**src/rtl/mips_pkg.sv**
```systemverilog
// Shared definitions for the MIPS multiply/divide side datapath.
package mips_pkg;

   localparam int WIDTH = 32;

   // Decoder uses these to drive start/signed_op of the HI/LO unit.
   localparam logic [5:0] FUNCT_MULT  = 6'h18;
   localparam logic [5:0] FUNCT_MULTU = 6'h19;

   typedef enum logic [1:0] {
      ST_IDLE   = 2'd0,
      ST_BUSY   = 2'd1,
      ST_FINISH = 2'd2
   } state_t;

endpackage

```
**src/rtl/mult_hilo_unit_if.sv**
```systemverilog
// Request/result bundle between the issue logic and the HI/LO multiplier.
interface mult_hilo_unit_if;
   import mips_pkg::*;

   logic             start;
   logic             signed_op;
   logic [WIDTH-1:0] op_a;
   logic [WIDTH-1:0] op_b;
   logic             ready;
   logic             done;
   logic [WIDTH-1:0] hi;
   logic [WIDTH-1:0] lo;

   modport master (
      output start, signed_op, op_a, op_b,
      input  ready, done, hi, lo
   );

   modport slave (
      input  start, signed_op, op_a, op_b,
      output ready, done, hi, lo
   );

endinterface

```
**src/rtl/mult_hilo_unit_adder.sv**
```systemverilog
// 32-bit ripple adder shared by the datapath; no carry-out port.
module adder #(
   parameter int W = 32
) (
   input  logic [W-1:0] a_i,
   input  logic [W-1:0] b_i,
   input  logic         cin_i,
   output logic [W-1:0] sum_o
);

   logic carry;

   // Bit-serial carry chain.
   always_comb begin
      sum_o = '0;
      carry = cin_i;
      for (int i = 0; i < W; i++) begin
         sum_o[i] = a_i[i] ^ b_i[i] ^ carry;
         carry    = (a_i[i] & b_i[i]) | (carry & (a_i[i] ^ b_i[i]));
      end
   end

endmodule

```
**src/rtl/mult_hilo_unit.sv**
```systemverilog
// Multi-cycle shift-add multiplier for mult/multu, result held in HI/LO.
//
// state     | meaning
// ST_IDLE   | ready, waiting for start
// ST_BUSY   | one shift-add iteration per edge, 32 edges
// ST_FINISH | apply sign, load HI/LO, pulse done
module mult_hilo_unit
   import mips_pkg::*;
#(
   parameter int CNT_W = 5
) (
   input  logic          clk,
   input  logic          reset,
   mult_hilo_unit_if.slave bus
);

   state_t             state_q;
   logic [CNT_W-1:0]   cnt_q;
   logic [2*WIDTH-1:0] p_q;
   logic [WIDTH-1:0]   m_q;
   logic               neg_q;
   logic [WIDTH-1:0]   hi_q;
   logic [WIDTH-1:0]   lo_q;
   logic               done_q;
   logic               ready_q;

   logic [WIDTH-1:0]   mag_a;
   logic [WIDTH-1:0]   mag_b;
   logic [WIDTH-1:0]   sum;
   logic               cout;
   logic [2*WIDTH-1:0] p_d;
   logic [2*WIDTH-1:0] res_d;

   adder #(.W(WIDTH)) u_adder (
      .a_i   (p_q[2*WIDTH-1:WIDTH]),
      .b_i   (m_q),
      .cin_i (1'b0),
      .sum_o (sum)
   );

   // Operand magnitudes; 0x80000000 maps to itself, read as unsigned.
   always_comb begin
      mag_a = bus.op_a;
      mag_b = bus.op_b;
      if (bus.signed_op && bus.op_a[WIDTH-1]) mag_a = ~bus.op_a + 1'b1;
      if (bus.signed_op && bus.op_b[WIDTH-1]) mag_b = ~bus.op_b + 1'b1;
   end

   // One iteration step plus the final sign fix-up. The adder has no
   // carry-out, so it is rebuilt from the top bits of the operands and sum.
   always_comb begin
      cout = (p_q[2*WIDTH-1] & m_q[WIDTH-1])
           | ((p_q[2*WIDTH-1] | m_q[WIDTH-1]) & ~sum[WIDTH-1]);
      if (p_q[0]) p_d = {cout, sum, p_q[WIDTH-1:1]};
      else        p_d = {1'b0, p_q[2*WIDTH-1:1]};
      res_d = neg_q ? (~p_q + 1'b1) : p_q;
   end

   // Control FSM with datapath and registered outputs.
   always_ff @(posedge clk) begin
      if (reset) begin
         state_q <= ST_IDLE;
         cnt_q   <= '0;
         p_q     <= '0;
         m_q     <= '0;
         neg_q   <= 1'b0;
         hi_q    <= '0;
         lo_q    <= '0;
         done_q  <= 1'b0;
         ready_q <= 1'b1;
      end else begin
         case (state_q)
            ST_IDLE: begin
               done_q <= 1'b0;
               if (bus.start) begin
                  state_q <= ST_BUSY;
                  ready_q <= 1'b0;
                  p_q     <= {{WIDTH{1'b0}}, mag_b};
                  m_q     <= mag_a;
                  neg_q   <= bus.signed_op & (bus.op_a[WIDTH-1] ^ bus.op_b[WIDTH-1]);
                  cnt_q   <= '0;
               end
            end
            ST_BUSY: begin
               p_q   <= p_d;
               cnt_q <= cnt_q + 1'b1;
               if (cnt_q == CNT_W'(WIDTH-1)) state_q <= ST_FINISH;
            end
            ST_FINISH: begin
               hi_q    <= res_d[2*WIDTH-1:WIDTH];
               lo_q    <= res_d[WIDTH-1:0];
               done_q  <= 1'b1;
               ready_q <= 1'b1;
               state_q <= ST_IDLE;
            end
            default: state_q <= ST_IDLE;
         endcase
      end
   end

   assign bus.ready = ready_q;
   assign bus.done  = done_q;
   assign bus.hi    = hi_q;
   assign bus.lo    = lo_q;

endmodule

```
**src/flat_wrapper.sv**
```systemverilog
// flat-port wrapper written by rule: the top's interface ports become plain ports
module mult_hilo_unit_flat import mips_pkg::*;
#(
   parameter int CNT_W = 5
)
  (clk, reset, bus_start, bus_signed_op, bus_op_a, bus_op_b, bus_ready, bus_done, bus_hi, bus_lo);
  mult_hilo_unit_if bus_i ();
  input  logic clk;
  input  logic reset;
  input wire logic [$bits(bus_i.start)-1:0] bus_start;
  input wire logic [$bits(bus_i.signed_op)-1:0] bus_signed_op;
  input wire logic [$bits(bus_i.op_a)-1:0] bus_op_a;
  input wire logic [$bits(bus_i.op_b)-1:0] bus_op_b;
  output wire logic [$bits(bus_i.ready)-1:0] bus_ready;
  output wire logic [$bits(bus_i.done)-1:0] bus_done;
  output wire logic [$bits(bus_i.hi)-1:0] bus_hi;
  output wire logic [$bits(bus_i.lo)-1:0] bus_lo;
  assign bus_i.start = bus_start;
  assign bus_i.signed_op = bus_signed_op;
  assign bus_i.op_a = bus_op_a;
  assign bus_i.op_b = bus_op_b;
  assign bus_ready = bus_i.ready;
  assign bus_done = bus_i.done;
  assign bus_hi = bus_i.hi;
  assign bus_lo = bus_i.lo;
  mult_hilo_unit #(.CNT_W(CNT_W)) u_core (.clk(clk), .reset(reset), .bus(bus_i));
endmodule
```
**config.mk**
```make
export PLATFORM = sky130hd
export DESIGN_NAME = mult_hilo_unit_flat
export DESIGN_NICKNAME = d
export VERILOG_FILES = /design/src/rtl/mips_pkg.sv /design/src/rtl/mult_hilo_unit_if.sv /design/src/rtl/mult_hilo_unit_adder.sv /design/src/rtl/mult_hilo_unit.sv /design/src/flat_wrapper.sv
export SDC_FILE = /design/constraint.sdc
export NUM_CORES = 1
export LEC_CHECK = 0
export ABC_AREA = 1
export CORE_ASPECT_RATIO = 0.6
export CORE_MARGIN = 2
export CORE_UTILIZATION = 40
export CTS_BUF_LIST = sky130_fd_sc_hd__clkbuf_4 sky130_fd_sc_hd__clkbuf_8
export CTS_CLUSTER_DIAMETER = 120
export DETAILED_ROUTE_END_ITERATION = 12
export GPL_ROUTABILITY_DRIVEN = 0
export PLACE_DENSITY_LB_ADDON = 0.25
export SYNTH_ARGS = -nofsm -noshare
export SYNTH_HDL_FRONTEND = slang
export SYNTH_SLANG_ARGS = --single-unit
```
**constraint.sdc**
```tcl
create_clock -name clk -period 16.26 [get_ports clk]
set_input_delay 4.878 -clock clk [delete_from_list [all_inputs] [get_ports clk]]
set_output_delay 4.878 -clock clk [all_outputs]
set_load 0.005 [all_outputs]
```
After elaboration in Yosys (flattened, before gate mapping)

Cells that the tools add are included.

Bits in registers: 170
Bits of input ports: 68

Bitwise logic cells: 164
Eq/ne operators: 5
Multiplexer cells: 14
$add $sub $neg: 4
Reductions and logical operators: 9

Operators with widths:

| operator                                                                 | number |
|---|---|
| 64-bit two-way mux                                                       | 3 |
| 64-bit one-hot mux with 2 select lines                                   | 1 |
| 32-bit by 1-bit adder with 32-bit output (second input constant)         | 2 |
| 64-bit by 1-bit adder with 64-bit output (second input constant)         | 1 |
| 1-bit AND                                                                | 64 |
| 32-bit two-way mux                                                       | 2 |
| 32-bit NOT                                                               | 2 |
| 64-bit NOT                                                               | 1 |
| 1-bit bitwise XOR                                                        | 64 |
| 1-bit OR                                                                 | 32 |
| 5-bit one-hot mux with 2 select lines                                    | 1 |
| 2-bit AND reduction                                                      | 4 |
| 5-bit by 1-bit adder with 5-bit output (second input constant)           | 1 |
| 5-bit == test (second input constant)                                    | 1 |
| 5-bit two-way mux                                                        | 1 |
| 2-bit two-way mux                                                        | 2 |
| 1-bit one-hot mux with 2 select lines                                    | 2 |
| 2-bit one-hot mux with 2 select lines                                    | 1 |
| 2-bit nonzero test                                                       | 2 |
| 2-bit by 1-bit == test with 1-bit output (second input constant)         | 1 |
| 2-bit == test (second input constant)                                    | 1 |
| 1-bit logical AND                                                        | 2 |
| 2-bit logical NOT                                                        | 1 |
| 2-bit by 1-bit inequality test with 1-bit output (second input constant) | 1 |
| other kinds (3)                                                          | 3 |

Depth between registers and ports, before layout

Depth in word-level cells: 67
Mapped depth: 38
Depth with buffers taken out: 38

By module

From an unflattened synthesis, not the netlist that was laid out.

Cells, all modules: 1674
Area total of the unflattened synthesis: 10919.2 um2

Modules (own cells, without submodules):

| module         | area each (um2) | cells each | times used |
|---|---|---|---|
| mult_hilo_unit | 10242.3         | 1629       | 1 |
| adder          | 676.9           | 45         | 1 |

Least setup slack after synthesis

No wires, ideal clock.

Path type: flip-flop to flip-flop
From: reg u_core.p_q[32]
To: reg u_core.p_q[62]
Setup slack: 3672 ps
Data arrival time: 12456 ps
Cell stages (with the launch flop): 39
Period minus slack after synthesis: 12588 ps
Setup time: 132 ps
Cells stage by stage: dfxtp_1 > ha_1 > inv_1 > fa_1 > fa_1 > fa_1 > fa_1 > fa_1 > fa_1 > fa_1 > fa_1 > fa_1 > fa_1 > fa_1 > fa_1 > fa_1 > fa_1 > fa_1 > [... 3 more ...] > fa_1 > fa_1 > fa_1 > fa_1 > fa_1 > fa_1 > fa_1 > fa_1 > fa_1 > fa_1 > fa_1 > inv_1 > fa_1 > inv_1 > fa_1 > nand2_1 > o211ai_1 > a21oi_1

Longest elaborated chain between the ends: 64

Ends and longest elaborated chain:

| element                                | line                       | source |
|---|---|---|
| start, declared                        | mult_hilo_unit.sv:19       | `logic [2*WIDTH-1:0] p_q;` |
| start signal, assigned                 | mult_hilo_unit.sv:78       | `p_q <= {{WIDTH{1'b0}}, mag_b};` |
| start signal, assigned                 | mult_hilo_unit.sv:85       | `p_q <= p_d;` |
| 1-bit AND (2 in a row)                 | mult_hilo_unit_adder.sv:19 | `carry = (a_i[i] & b_i[i]) \| (carry & (a_i[i] ^ b_i[i]));` |
| 1-bit OR                               | mult_hilo_unit_adder.sv:19 |  |
| 1-bit AND                              | mult_hilo_unit_adder.sv:19 |  |
| 1-bit OR                               | mult_hilo_unit_adder.sv:19 |  |
| 1-bit AND                              | mult_hilo_unit_adder.sv:19 |  |
| 1-bit OR                               | mult_hilo_unit_adder.sv:19 |  |
| 1-bit AND                              | mult_hilo_unit_adder.sv:19 |  |
| 1-bit OR                               | mult_hilo_unit_adder.sv:19 |  |
| [... 47 more ...]                      | --                         |  |
| 1-bit OR                               | mult_hilo_unit_adder.sv:19 |  |
| 1-bit AND                              | mult_hilo_unit_adder.sv:19 |  |
| 1-bit OR                               | mult_hilo_unit_adder.sv:19 |  |
| 1-bit AND                              | mult_hilo_unit_adder.sv:19 |  |
| 1-bit OR                               | mult_hilo_unit_adder.sv:19 |  |
| 1-bit bitwise XOR                      | mult_hilo_unit_adder.sv:18 | `sum_o[i] = a_i[i] ^ b_i[i] ^ carry;` |
| 64-bit two-way mux                     | mult_hilo_unit.sv:54       | `if (p_q[0]) p_d = {cout, sum, p_q[WIDTH-1:1]};` |
| 64-bit one-hot mux with 2 select lines | mult_hilo_unit.sv:72       | `case (state_q)` |

Every way passes these cells.
A chain may end at the register's enable or synchronous reset.

Final worst setup path

Same ends and word-level chain as after synthesis.

==> impl_results.md <==
- Run status: completed
- I/O Buffers: 133
- Flop pwr share: 43.5%
- Final number of hold-violating endpoints: 0
- Final Slew Violations: 0
- Insertion delay to the later sink of the worst-skew pair: 490 ps
- Via count: 12300
- Initial antenna violation count: 0
- Switching power share of the total: 36.1%
- Register bit total from synthesis: 170
- Post-Syn Nets: 1910
- Mapped Area: 11400 um2
- Post_cts resized: 0
- Post-synth EDFFs: 0
- Internal power: 0.668 mW
- Fin Setup TNS: 0 ps
- Max Buffers Root-to-Sink: 2
- Leading post-synthesis cells by cell area: dfxtp_1 30%, nand2_1 15%, nor2_1 9.6%
- Fill count: 2932
- Total GRT Usage: 26.2%
- Slowest CP cell: fa_1
- Net switching power of the design: 0.378 mW
- Vias per cell: 5.42
- Rows: 47
- Worst EP arrival: 13530 ps
- Synth area leader: dfxtp_1
- Gr busiest metal: met1
- Setup violations, final: 0
- Slew @ Worst Pin: 1150 ps
- Clock sinks: 170
- Max incr delay on CP: 480 ps
- Power per cell area: 78.4 nW/um2
- Largest family of logic cells by synthesized area: simple AND/OR/NAND/NOR gates
- Crit path max fanout: 5
- Max VDD drop: 0.0542 mV
- Fmax: 75.8 MHz
- Share of cells above drive strength 1: 5.05%
- Critical path's most frequent cell: fa_1
- Die W: 222 um
- Critical Path RT: 16600 ps
- Slew headroom: 23.1%
- IO Pins: 134
- Primary FF master, synth: dfxtp_1
- Dpl cell area: 13000 um2
- Min-Delay Endpoint: u_core.cnt_q[3]
- Worst Hold Class: reg2reg
- DR WL/cell: 17.3 um
- Hold Path Stages: 2
- Worst setup path category: reg2reg
- Routing usage on met1: 42.5%
- First-pass GRT wire length: 61.0 mm
- Syn. warnings: 0
- Comb power frac: 26.5%
- R2R Path Start: u_core.p_q[32]
- DP HPWL: 29.8 mm
- Adder-cell share of the synthesized area: 6.09%
- RSZ-0062 raised after global routing: no
- Post-synth cell types: 45
- Synth Area in Compound Gates: 15.9%
- CTS clk-pin slew, worst paths: 90 ps
- Leakage: 5.52 nW
- Worst hold path startpoint: u_core.cnt_q[3]
- Die area: 29900 um2
- CTS tree: built
- Fraction of the mapped netlist area in simple logic gates: 35.7%
- Multi-input gate area: 6910 um2
- Worst reg2reg path depth: 38
- Post-synthesis mux area share: 0%
- Worst setup SP type: flop
- GR Overflow Total: 0
- Area delta synth->final: 16.9%
- Die Y: 135 um
- Final #Nets: 1992
- Avg Inst Size Synth: 6.32 um2
- GR Util met2: 32.3%
- Post-CTS Setup Bufs: 0
- CTS H-tree lvls: 4
- Num CTS Buffers: 17
- CP Capture Type: flop
- Min cycle time layout: 13190 ps
- Met3 usage: 8.09%
- Flop-to-flop setup slack: 3070 ps
- Total wire length: 39.1 mm
- Diode count: 0
- Yosys top cell area share: 29.8%
- Clk_skew: 16.6 ps
- Sequential Area: 3410 um2
- Most frequent cell after synthesis: nand2_1
- Drt first pass iters: 6
- Root buffer cell: clkbuf_8
- Async set or reset register ratio after synthesis: 0%
- Largest net degree at the start of global routing: 84
- Final Cell Area: 13300 um2
- Final Hold Slack: 472 ps
- Max cap viols: 0
- Clock network power share: 30.0%
- Synth Area in XOR/XNOR: 2.69%
- Fin crit share: 81.1%
- Core Area: 27800 um2
- Seq/Total Area, Yosys: 29.8%
- Residual DRC: 0
- Vias in the first global route: 10900
- Worst r2r dst: u_core.p_q[62]
- Syn Inst Count: 1805
- DRT iter0 DRCs: 1686
- Synth cell count leaders: 456 x nand2_1, 292 x nor2_1, 204 x inv_1, 170 x dfxtp_1, 133 x nand3_1
- Post-route ant nets: 0
- Initial Util: 41.0%
- Hold buffers post-CTS: 0
## worst max-delay path: cells and delay by family (launching register included)
kind	cells	cell delay [ps]
adder cells (fa/ha/maj)	32	12170
flip-flops	1	420
AO/OA/AOI/OAI	2	210
buffers and inverters	3	180
AND/OR/NAND/NOR	1	60
## power by group through the flow
stage	Sequential, mW	Combinational [mW]	Clock [mW]
2_1_floorplan	0.456	0.188	0
3_3_place_gp	0.463	0.267	0
3_5_place_dp	0.464	0.268	0
4_1_cts	0.454	0.269	0.317
5_1_grt	0.457	0.306	0.335
6_report	0.455	0.277	0.314
## cell families (layout without fill, tap and decap cells)
logic type | after synthesis | after routing
buffers and inverters | 287 | 382
flip-flops | 170 | 170
AO/OA/AOI/OAI | 314 | 314
XOR/XNOR | 35 | 35
adder cells (fa/ha/maj) | 37 | 37
AND/OR/NAND/NOR | 962 | 962
## state kept, by name (all words and copies together) (netlist names)
register	count
u_core.p_q	64
u_core.bus.hi	32
u_core.bus.lo	32
u_core.m_q	32
u_core.cnt_q	5
u_core.state_q	2
u_core.bus.done	1
u_core.bus.ready	1
u_core.neg_q	1
## how the worst max path moves through the flow
| stage | endpoint | startpoint | depth (start not counted) |
|---|---|---|---|
| 2_1_floorplan | u_core.p_q[62] | u_core.p_q[32] | 38 |
| 3_3_place_gp | u_core.p_q[62] | u_core.p_q[32] | 38 |
| 3_5_place_dp | u_core.p_q[62] | u_core.p_q[32] | 38 |
| 4_1_cts | u_core.p_q[62] | u_core.p_q[32] | 38 |
| 5_1_grt | u_core.p_q[62] | u_core.p_q[32] | 38 |
| 6_report | u_core.p_q[62] | u_core.p_q[32] | 38 |
## final cells by class
type,count,area share (%)
Tap cell,367,3.44
Inverter,209,5.88
Multi-Input combinational cell,1348,51.8
Timing Repair Buffer,141,10.4
Sequential cell,170,25.5
Clock buffer,21,2.07
Clock inverter,11,0.900
## per-stage QoR
| step | setup slack [ps] | util (%) | cells | power [mW] |
|---|---|---|---|---|
| floorplan | 3670 | - | 1805 | 0.644 |
| global placement | 3270 | 46.6 | 2235 | 0.730 |
| detailed placement | 3090 | 46.6 | 2235 | 0.732 |
| CTS | 3090 | 48.0 | 2267 | 1.04 |
| global route | 2550 | 48.0 | 2267 | 1.10 |
| finish | 3070 | 48.0 | 2267 | 1.05 |
## placed cells by master, fill, tap and decap left out, types with 26 or more instances in the layout
master and instances:
o211ai_1 32, dfxtp_1 168, nor2_1 292, nand3_1 133, a21oi_1 121, nand2_1 456
o21ai_0 88, fa_1 31, inv_1 203, clkdlybuf4s50_1 132, xor2_1 26
## routing by layer
layer  part of all wire, %  wire length [um]  vias to the layer above
met5                     0                 0                        -
li1                      -                 -                     5978
met3                    13              5240                       29
met2                    35             13800                      669
met1                    50             19600                     5604
met4                   1.0               403                        0
Note: power is estimated with default switching activity, not from simulation.
